**config.mk**
```make
export PLATFORM = sky130hd
export DESIGN_NAME = fetch_ctrl
export DESIGN_NICKNAME = d
export VERILOG_FILES = /design/src/rtl/cpu_pkg.sv /design/src/rtl/fetch_perf_cnt.sv /design/src/rtl/fetch_ctrl.sv
export SDC_FILE = /design/constraint.sdc
export NUM_CORES = 1
export LEC_CHECK = 0
export BUFFER_PORTS_ARGS = -buffer_cell sky130_fd_sc_hd__buf_2
export CORE_UTILIZATION = 34
export DETAILED_ROUTE_END_ITERATION = 8
export SYNTH_ARGS = -nofsm -noshare
export SYNTH_HDL_FRONTEND = slang
export SYNTH_SLANG_ARGS = --single-unit
```
**constraint.sdc**
```tcl
create_clock -name clk -period 2.77 [get_ports clk]
set_input_delay 0.554 -clock clk [delete_from_list [all_inputs] [get_ports clk]]
set_output_delay 0.554 -clock clk [all_outputs]
set_load 0.1 [all_outputs]
```
**src/rtl/cpu_pkg.sv**
```systemverilog
// cpu_pkg: shared CPU types and constants for the fetch stage and instruction RAM
package cpu_pkg;
  localparam int CPU_ADDR_W = 12;
  localparam logic [31:0] NOP_INSTR = 32'h00000013;
  typedef enum logic {RUN, HALTED} fetch_state_t;
endpackage

```
**src/rtl/fetch_perf_cnt.sv**
```systemverilog
// fetch_perf_cnt: free-running fetch, stall and flush event counters (wrap at 2^32)
module fetch_perf_cnt (
  input  logic        clk,
  input  logic        rst_n,
  input  logic        fetch_inc,
  input  logic        stall_inc,
  input  logic        flush_inc,
  output logic [31:0] fetch_cnt_o,
  output logic [31:0] stall_cnt_o,
  output logic [31:0] flush_cnt_o
);
  always_ff @(posedge clk or negedge rst_n)
    if (!rst_n) begin
      fetch_cnt_o <= '0;
      stall_cnt_o <= '0;
      flush_cnt_o <= '0;
    end else begin
      fetch_cnt_o <= fetch_cnt_o + 32'(fetch_inc);
      stall_cnt_o <= stall_cnt_o + 32'(stall_inc);
      flush_cnt_o <= flush_cnt_o + 32'(flush_inc);
    end
endmodule

```
**src/rtl/fetch_ctrl.sv**
```systemverilog
// fetch_ctrl: fetch PC sequencing with stall/redirect/halt and NOP bubble insertion.
// Define FETCH_PERF_CNT_EN to add fetch/stall/flush performance counters.
module fetch_ctrl
  import cpu_pkg::*;
#(
  parameter int                ADDR_W   = CPU_ADDR_W,
  parameter logic [ADDR_W-1:0] RESET_PC = '0
) (
  input  logic              clk,
  input  logic              rst_n,
  input  logic              stall_i,
  input  logic              redirect_i,
  input  logic [ADDR_W-1:0] redirect_pc_i,
  input  logic              halt_i,
  output logic [ADDR_W-1:0] imem_addr_o,
  input  logic [31:0]       imem_rdata_i,
  output logic [31:0]       instr_ex_o,
  output logic [ADDR_W-1:0] pc_ex_o,
  output logic              valid_ex_o,
`ifdef FETCH_PERF_CNT_EN
  output logic [31:0]       fetch_cnt_o,
  output logic [31:0]       stall_cnt_o,
  output logic [31:0]       flush_cnt_o,
`endif
  output logic              halted_o
);
  fetch_state_t      state, state_n;
  logic [ADDR_W-1:0] pc_f, pc_n, pc_ex_n;
  logic [31:0]       instr_n;
  logic              valid_n, adv, hold;
  // anything that is neither an advance nor a stall hold loads a bubble
  always_comb begin
    adv     = state == RUN && !redirect_i && !halt_i && !stall_i;
    hold    = state == RUN && !redirect_i && !halt_i && stall_i;
    state_n = redirect_i ? RUN : halt_i ? HALTED : state;
    pc_n    = redirect_i ? redirect_pc_i : adv ? pc_f + ADDR_W'(1) : pc_f;
    instr_n = adv ? imem_rdata_i : hold ? instr_ex_o : NOP_INSTR;
    pc_ex_n = adv ? pc_f : pc_ex_o;
    valid_n = adv || (hold && valid_ex_o);
  end
  always_ff @(posedge clk or negedge rst_n)
    if (!rst_n) begin
      state      <= RUN;
      pc_f       <= RESET_PC;
      instr_ex_o <= NOP_INSTR;
      pc_ex_o    <= '0;
      valid_ex_o <= 1'b0;
    end else begin
      state      <= state_n;
      pc_f       <= pc_n;
      instr_ex_o <= instr_n;
      pc_ex_o    <= pc_ex_n;
      valid_ex_o <= valid_n;
    end
  assign imem_addr_o = pc_f;
  assign halted_o    = state == HALTED;
`ifdef FETCH_PERF_CNT_EN
  fetch_perf_cnt u_perf (
    .clk         (clk),
    .rst_n       (rst_n),
    .fetch_inc   (adv),
    .stall_inc   (state == RUN && stall_i && !redirect_i),
    .flush_inc   (redirect_i),
    .fetch_cnt_o (fetch_cnt_o),
    .stall_cnt_o (stall_cnt_o),
    .flush_cnt_o (flush_cnt_o)
  );
`endif
endmodule
```
==> out/qor.yml, run 1 <==
gr-usage-met1_pct: 24.8
leakagePower_nw: 1.72
gr-total-overflow: 0
synthCells: 204
worstHoldPathType: "in2async"
wirelength_mm: 6.16
path_max_fanout: 22
r2r_setup_slack_ns: 0.56
grt.busiest_layer: "met1"
critical_path.startpoint_type: "flop"
postCtsResizedCells: 0
fp.dieW_um: 85.7
avgSynthCellArea_um2: 11.7
drive_gt1_share_pct: 41.9
synth_area_leaders: "dfrtp_1 (58%), a22o_1 (11%), nand2_1 (7.1%), dfstp_2 (3.3%), mux2i_1 (2.9%)"
synth.ff_latch_count: 58
core_area_mm2: 0.00679
yosysTopAreaCell: "dfrtp_1"
final_area_mm2: 0.00324
yosys.cell_count.top_type: "dfrtp_1"
postCtsSetupRepairBufs: 0
worst_pin_slew_ns: 0.726
die_area_mm2: 0.00734
start_util_pct: 35.0
status: "completed"
io_buffers: 106
dp_hpwl_mm: 4.38
clock_sinks: 58
yosys_warnings: 0
drt-initial-drc-count: 89
insertion_delay_ns: 0.33
hold_buffers: 0
slew_headroom_pct: 51.6
finalCriticalPeriod_ns: 2.21
placementRows: 30
ant_nets: 0
rsz0062_at_grt: "false"
fin_util_pct: 47.8
synth_top_area_share_pct: 57.8
syn_nets: 254
critPathRequiredTime_ns: 3.02
numCtsBuffers: 9
dpl_worst_slack_ns: 0.402
first_global_vias: 1911
synth_edf_count: 0
period_share_pct: 79.8
yosys_most_used_dff: "dfrtp_1"
p_per_area_mw_per_mm2: 785
gp_congestion: 0.741
clk_pin_slew_ns: 0.07
io_pins: 107
ys_seq_area_share_pct: 61.1
grt_start_max_net_pins: 30
grtUsageTotal_pct: 17.4
clock-root-buffer: "clkbuf_8"
synthArstFlopShare_pct: 100
tns_ns: 0
drv_cap: 0
areaGrowthSynthToFinish_pct: 36.3
worstPathArrival_ns: 2.46
place_area_mm2: 0.00304
drc: 0
vias: 2019
clock_path_buffers: 2
cts_tree: "built"
synthDistinctLibCells: 33
setup-violations-final: 0
firstDrtPassIters: 4
end_kind: "flop"
antenna_found_initial: 0
grt_pass1_wl_mm: 9.72
nNetsFinal: 366
finalClockSkew_ns: 0.00679
grt_use_met3_pct: 5.29
finalWorstSetupSlack_ns: 0.559
gr-usage-met2_pct: 24.7
die_h_um: 85.7
crit_type: "reg2reg"
p_total_mw: 2.55
detail_route.wl_per_cell_um: 14.8
max_freq_mhz: 452
synth_commonest_cells: "dfrtp_1 (55), nand2_1 (45), a22o_1 (30)"
vdd_ir_drop_max_v: 0.000364
viasPerCell: 4.85
finalMaxSlewViolations: 0
n_antenna_cell: 0
fillCellCount: 662
htree_levels: 3
hold_violations: 0
synth_area_mm2: 0.00238
## area by class of cell
cell class / count / area [um^2] / share of cell area (%)
clock inverters: 6 / 82.6 / 2.55
multi-input cells: 130 / 861 / 26.5
inverters: 3 / 11.3 / 0.347
repair buffers: 114 / 591 / 18.2
well taps: 96 / 120 / 3.70
clock buffers: 9 / 124 / 3.82
flip-flops and latches: 58 / 1460 / 44.9
## critical path: stages, from the launching register on
cell,delay (ns)
dfrtp_1,0.47
or4_1,0.91
or4_1,0.64
o211ai_1,0.10
## routing by layer
metal  share of wire (%)  up-vias
li1                    -      977
met1                  48      980
met2                  46       55
met3                 4.5        7
met4                 1.3        0
met5                   0        -
## power breakdown
part	switching (mW)	internal, mW	total [mW]
combinational	0.624	0.122	0.746
sequential	0.0606	0.915	0.976
clock	0.328	0.496	0.824
## sequential cells by signal (all words and copies together), names as in the netlist
register     count
instr_ex_o      32
imem_addr_o     12
pc_ex_o         12
halted_o         1
valid_ex_o       1
## cell usage in the layout, fill, tap and decap left out
master / netlist / layout
ha_1: 1 / 1
a211o_1: 2 / 2
dfrtp_1: 55 / 55
o211a_1: 2 / 2
nand4_1: 3 / 3
xnor2_1: 1 / 1
clkinv_2: 0 / 3
nand3b_1: 1 / 1
dfstp_2: 3 / 3
or2_2: 1 / 1
nor3b_1: 1 / 1
nand2_1: 45 / 45
buf_2: 3 / 106
a22o_1: 30 / 30
o41ai_1: 2 / 2
a21o_1: 1 / 1
nor4_4: 1 / 1
buf_4: 0 / 8
and2_1: 1 / 1
o22a_1: 3 / 3
o311ai_0: 5 / 5
clkbuf_8: 0 / 9
a221o_1: 1 / 1
nor4_1: 3 / 3
nor3_1: 2 / 2
or4_1: 3 / 3
inv_1: 3 / 3
o211ai_1: 1 / 1
nor2_1: 3 / 3
bufinv_16: 0 / 2
a21boi_0: 3 / 3
mux2i_1: 7 / 7
o21ai_0: 2 / 2
clkinvlp_4: 0 / 1
nand3_1: 5 / 5
## logic make-up (layout without fill, tap and decap cells)
logic type               count (synthesis)  in the layout  share of synthesized area [%]
flip-flops                              58             58                           61.1
AO/OA/AOI/OAI                           52             52                           18.7
AND/OR/NAND/NOR                         69             69                           13.6
XOR/XNOR                                 1              1                          0.368
multiplexers                             7              7                           2.94
adder cells (fa/ha/maj)                  1              1                          0.525
buffers and inverters                   16            132                           2.73
## path summary, 6_finish.rpt
check | startpoint | to | cells after the start
worst max-delay path | halted_o | imem_addr_o[9] | 3
worst max register to register | halted_o | imem_addr_o[9] | 3
worst min-delay path | rst_n | pc_ex_o[5] | 1
worst min register to register | pc_ex_o[3] | pc_ex_o[3] | 2
min in group clk | imem_rdata_i[4] | instr_ex_o[4] | 2
max in group asynchronous | rst_n | imem_addr_o[1] | 2
## metrics by stage
step           cells  hold slack [ns]
6_report         416            0.169
5_1_grt          416            0.190
3_3_place_gp     401            0.461
3_5_place_dp     401            0.458
2_1_floorplan    204            0.258
4_1_cts          416            0.178
Note: power is estimated with default switching activity, not from simulation.
==> inputs of run 2 (changes only) <==
--- a/config.mk
+++ b/config.mk
@@ -5,6 +5,7 @@
 export SDC_FILE = /design/constraint.sdc
 export NUM_CORES = 1
 export LEC_CHECK = 0
+export ABC_AREA = 1
 export BUFFER_PORTS_ARGS = -buffer_cell sky130_fd_sc_hd__buf_2
 export CORE_UTILIZATION = 34
 export DETAILED_ROUTE_END_ITERATION = 8
==> constraint.sdc (replaced) <==
create_clock -name clk -period 1.85 [get_ports clk]
set_input_delay 0.37 -clock clk [delete_from_list [all_inputs] [get_ports clk]]
set_output_delay 0.37 -clock clk [all_outputs]
set_load 0.1 [all_outputs]
==> run 2 against run 1 <==
- die area rose by 4.3%
- clock power rose by 57%
- synthesized area up 4.4%
- sequential power rose by 50%
- sequential cell count unchanged
- wire length rose by 2.5%
- critical path depth shrank 2
- core utilization rose by 0.46 points
- first-iteration DRC count down 42%
- non-clock buffer count fell by 4
- setup slack got worse by 0.37 ns
- register-to-register slack lost 0.27 ns
- largest power group unchanged
- highest routed layer unchanged
==> out/qor.yml, run 2 <==
die_h_um: 87.5  # +2.1%
yosys_warnings: 0  # unchanged
wirelength_mm: 6.31  # +2.5%
placementRows: 30  # unchanged
rsz0062_at_grt: "false"
insertion_delay_ns: 0.33  # about the same
synth_area_leaders: "dfrtp_1 (55%), a22o_1 (10%), nand2_1 (8.6%), nand3_1 (4.6%), dfstp_2 (3.2%)"
synth_edf_count: 0  # unchanged
cts_tree: "built"
htree_levels: 3  # unchanged
detail_route.wl_per_cell_um: 13.9  # -5.9%
hold_violations: 0  # unchanged
vdd_ir_drop_max_v: 0.000433  # +19%
top_register: "instr_ex_o"
worst-path-buf-inv: 1  # +1
worstHoldPathType: "in2async"
ys_seq_area_share_pct: 58.6  # -2.6 points
timing.hold.ws_ns: 0.0214  # -0.147 ns
synth_commonest_cells: "nand2_1 (57), dfrtp_1 (55), a22o_1 (29)"
n_antenna_cell: 0  # unchanged
nNetsFinal: 402  # +9.8%
critical_path.startpoint_type: "flop"
p_per_area_mw_per_mm2: 1190  # +51%
final_cell_mix: "buf_2 (106), nand2_1 (57), dfrtp_1 (53)"
grt_pass1_wl_mm: 9.58  # -1.5%
io_pins: 107  # unchanged
clock_sinks: 58  # unchanged
final_area_mm2: 0.00335  # +3.2%
slew_headroom_pct: 64.2  # +13 points
end_kind: "output pin"
clock-root-buffer: "clkbuf_8"
gp_congestion: 0.863  # +16%
drv_cap: 0  # unchanged
clk_pin_slew_ns: 0.06  # about the same
first_global_vias: 1938  # +1.4%
io_buffers: 106  # unchanged
slowest_delay_ns: 0.48  # -0.43 ns
period_share_pct: 89.7
synth_top_area_share_pct: 55.4  # -2.4 points
drt-initial-drc-count: 52  # -42%
numCtsBuffers: 9  # unchanged
setup-violations-final: 0  # unchanged
largest_register_ffs: 32  # unchanged
worst_pin_slew_ns: 0.536  # -0.190 ns
postCtsSetupRepairBufs: 0  # unchanged
p_total_mw: 3.97  # +56%
status: "completed"
viasPerCell: 4.60  # -5.3%
die_area_mm2: 0.00765  # +4.3%
clock_path_buffers: 2  # unchanged
place_area_mm2: 0.00311  # +2.3%
synth_area_mm2: 0.00248  # +4.4%
finalClockSkew_ns: 0.00862  # +0.00183 ns
hold_buffers: 0  # unchanged
crit_family: "flip-flops"
worstPathArrival_ns: 1.29  # -1.17 ns
yosys.cell_count.top_type: "nand2_1"
fin_util_pct: 48.2  # +0.46 points
grt_start_max_net_pins: 59  # +97%
core_area_mm2: 0.00694  # +2.2%
finalCriticalPeriod_ns: 1.66
drc: 0  # unchanged
grtUsageTotal_pct: 17.0  # -0.39 points
path_max_fanout: 8  # -64%
areaGrowthSynthToFinish_pct: 34.7
fp.dieW_um: 87.5  # +2.1%
tns_ns: 0  # unchanged
synthCells: 241  # +18%
synthDistinctLibCells: 24  # -27%
drive_gt1_share_pct: 42.6  # +0.70 points
crit_type: "reg2out"
ant_nets: 0  # unchanged
gr-total-overflow: 0  # unchanged
final_common_cell: "buf_2"
slowest_stage: "dfrtp_1"
start_util_pct: 35.8  # +0.74 points
yosys_most_used_dff: "dfrtp_1"
yosysTopAreaCell: "dfrtp_1"
max_freq_mhz: 603
finalMaxSlewViolations: 0  # unchanged
avgSynthCellArea_um2: 10.3  # -12%
vias: 2083  # +3.2%
firstDrtPassIters: 4  # unchanged
r2r-start: "halted_o"
worstSetupStartpoint: "imem_addr_o[2]"
critPathRequiredTime_ns: 1.48  # -1.54 ns
syn_nets: 291  # +15%
crit_chain: "buf_2"
synth.ff_latch_count: 58  # unchanged
antenna_found_initial: 0  # unchanged
dp_hpwl_mm: 4.20  # -4.0%
leakagePower_nw: 1.81  # +4.9%
synthArstFlopShare_pct: 100  # unchanged
-- run 2: changes by cell type after synthesis, moves of 5 or more --
cell,previous run,this run
a22oi_1,0,5
buf_4,0,6
clkbuf_1,7,1
inv_1,3,11
mux2i_1,7,0
nand2_1,45,57
nand3_1,5,23
nor2_1,3,19
o21ai_2,0,9
o311ai_0,5,0
-- run 2: area by class of cell --
cell class                      count  area (um^2)
Clock buffer                       11          141
Timing Repair Buffer              110          586
Inverter                           15         56.3
Sequential cell                    58         1460
Multi-Input combinational cell    158          910
Fill cell                         678         3600
Clock inverter                      5         77.6
Tap cell                           96          120
-- run 2: final timing paths --
path | slack [ns] | endpoint | cells after the start
worst min-delay path | 0.02 | imem_addr_o[1] | 2
worst min register to register | 0.48 | pc_ex_o[6] | 2
max in group asynchronous | 1.50 | instr_ex_o[4] | 2
min in group clk | 0.25 | instr_ex_o[11] | 2
worst max register to register | 0.29 | pc_ex_o[11] | 6
worst max-delay path | 0.19 | imem_addr_o[2] | 1
-- run 2: repair_timing --
item,CTS,global route
gates cloned,1,1
pin swaps,1,1
setup endpoints to repair,15,3
resized for setup,0,0
-- run 2: cell families after synthesis --
group,Yosys count,share of synthesized area [%]
adder cells (fa/ha/maj),1,0.503
buffers and inverters,27,5.74
XOR/XNOR,2,0.705
flip-flops,58,58.6
AO/OA/AOI/OAI,47,15.9
AND/OR/NAND/NOR,106,18.6
-- run 2: routing by layer --
| metal | global-route usage (%) | share of wire [%] |
|---|---|---|
| met1 | 23.8 | 49 |
| met2 | 24.5 | 46 |
| met3 | 4.08 | 3.7 |
| met4 | 8.49 | 1.4 |
| met5 | 0 | 0 |
-- run 2: per-stage QoR --
stage | worst slack, ns | std cells
floorplan | 0.0165 | 241
global placement | -0.0721 | 435
detailed placement | -0.133 | 435
CTS | 0.122 | 452
global route | 0.116 | 453
finish | 0.191 | 453
-- run 2: report_power, final --
group          switching [mW]  leakage (nW)  internal [mW]
Sequential             0.0893         0.755           1.37
Combinational            1.02         0.945          0.204
Clock                   0.500         0.109          0.791
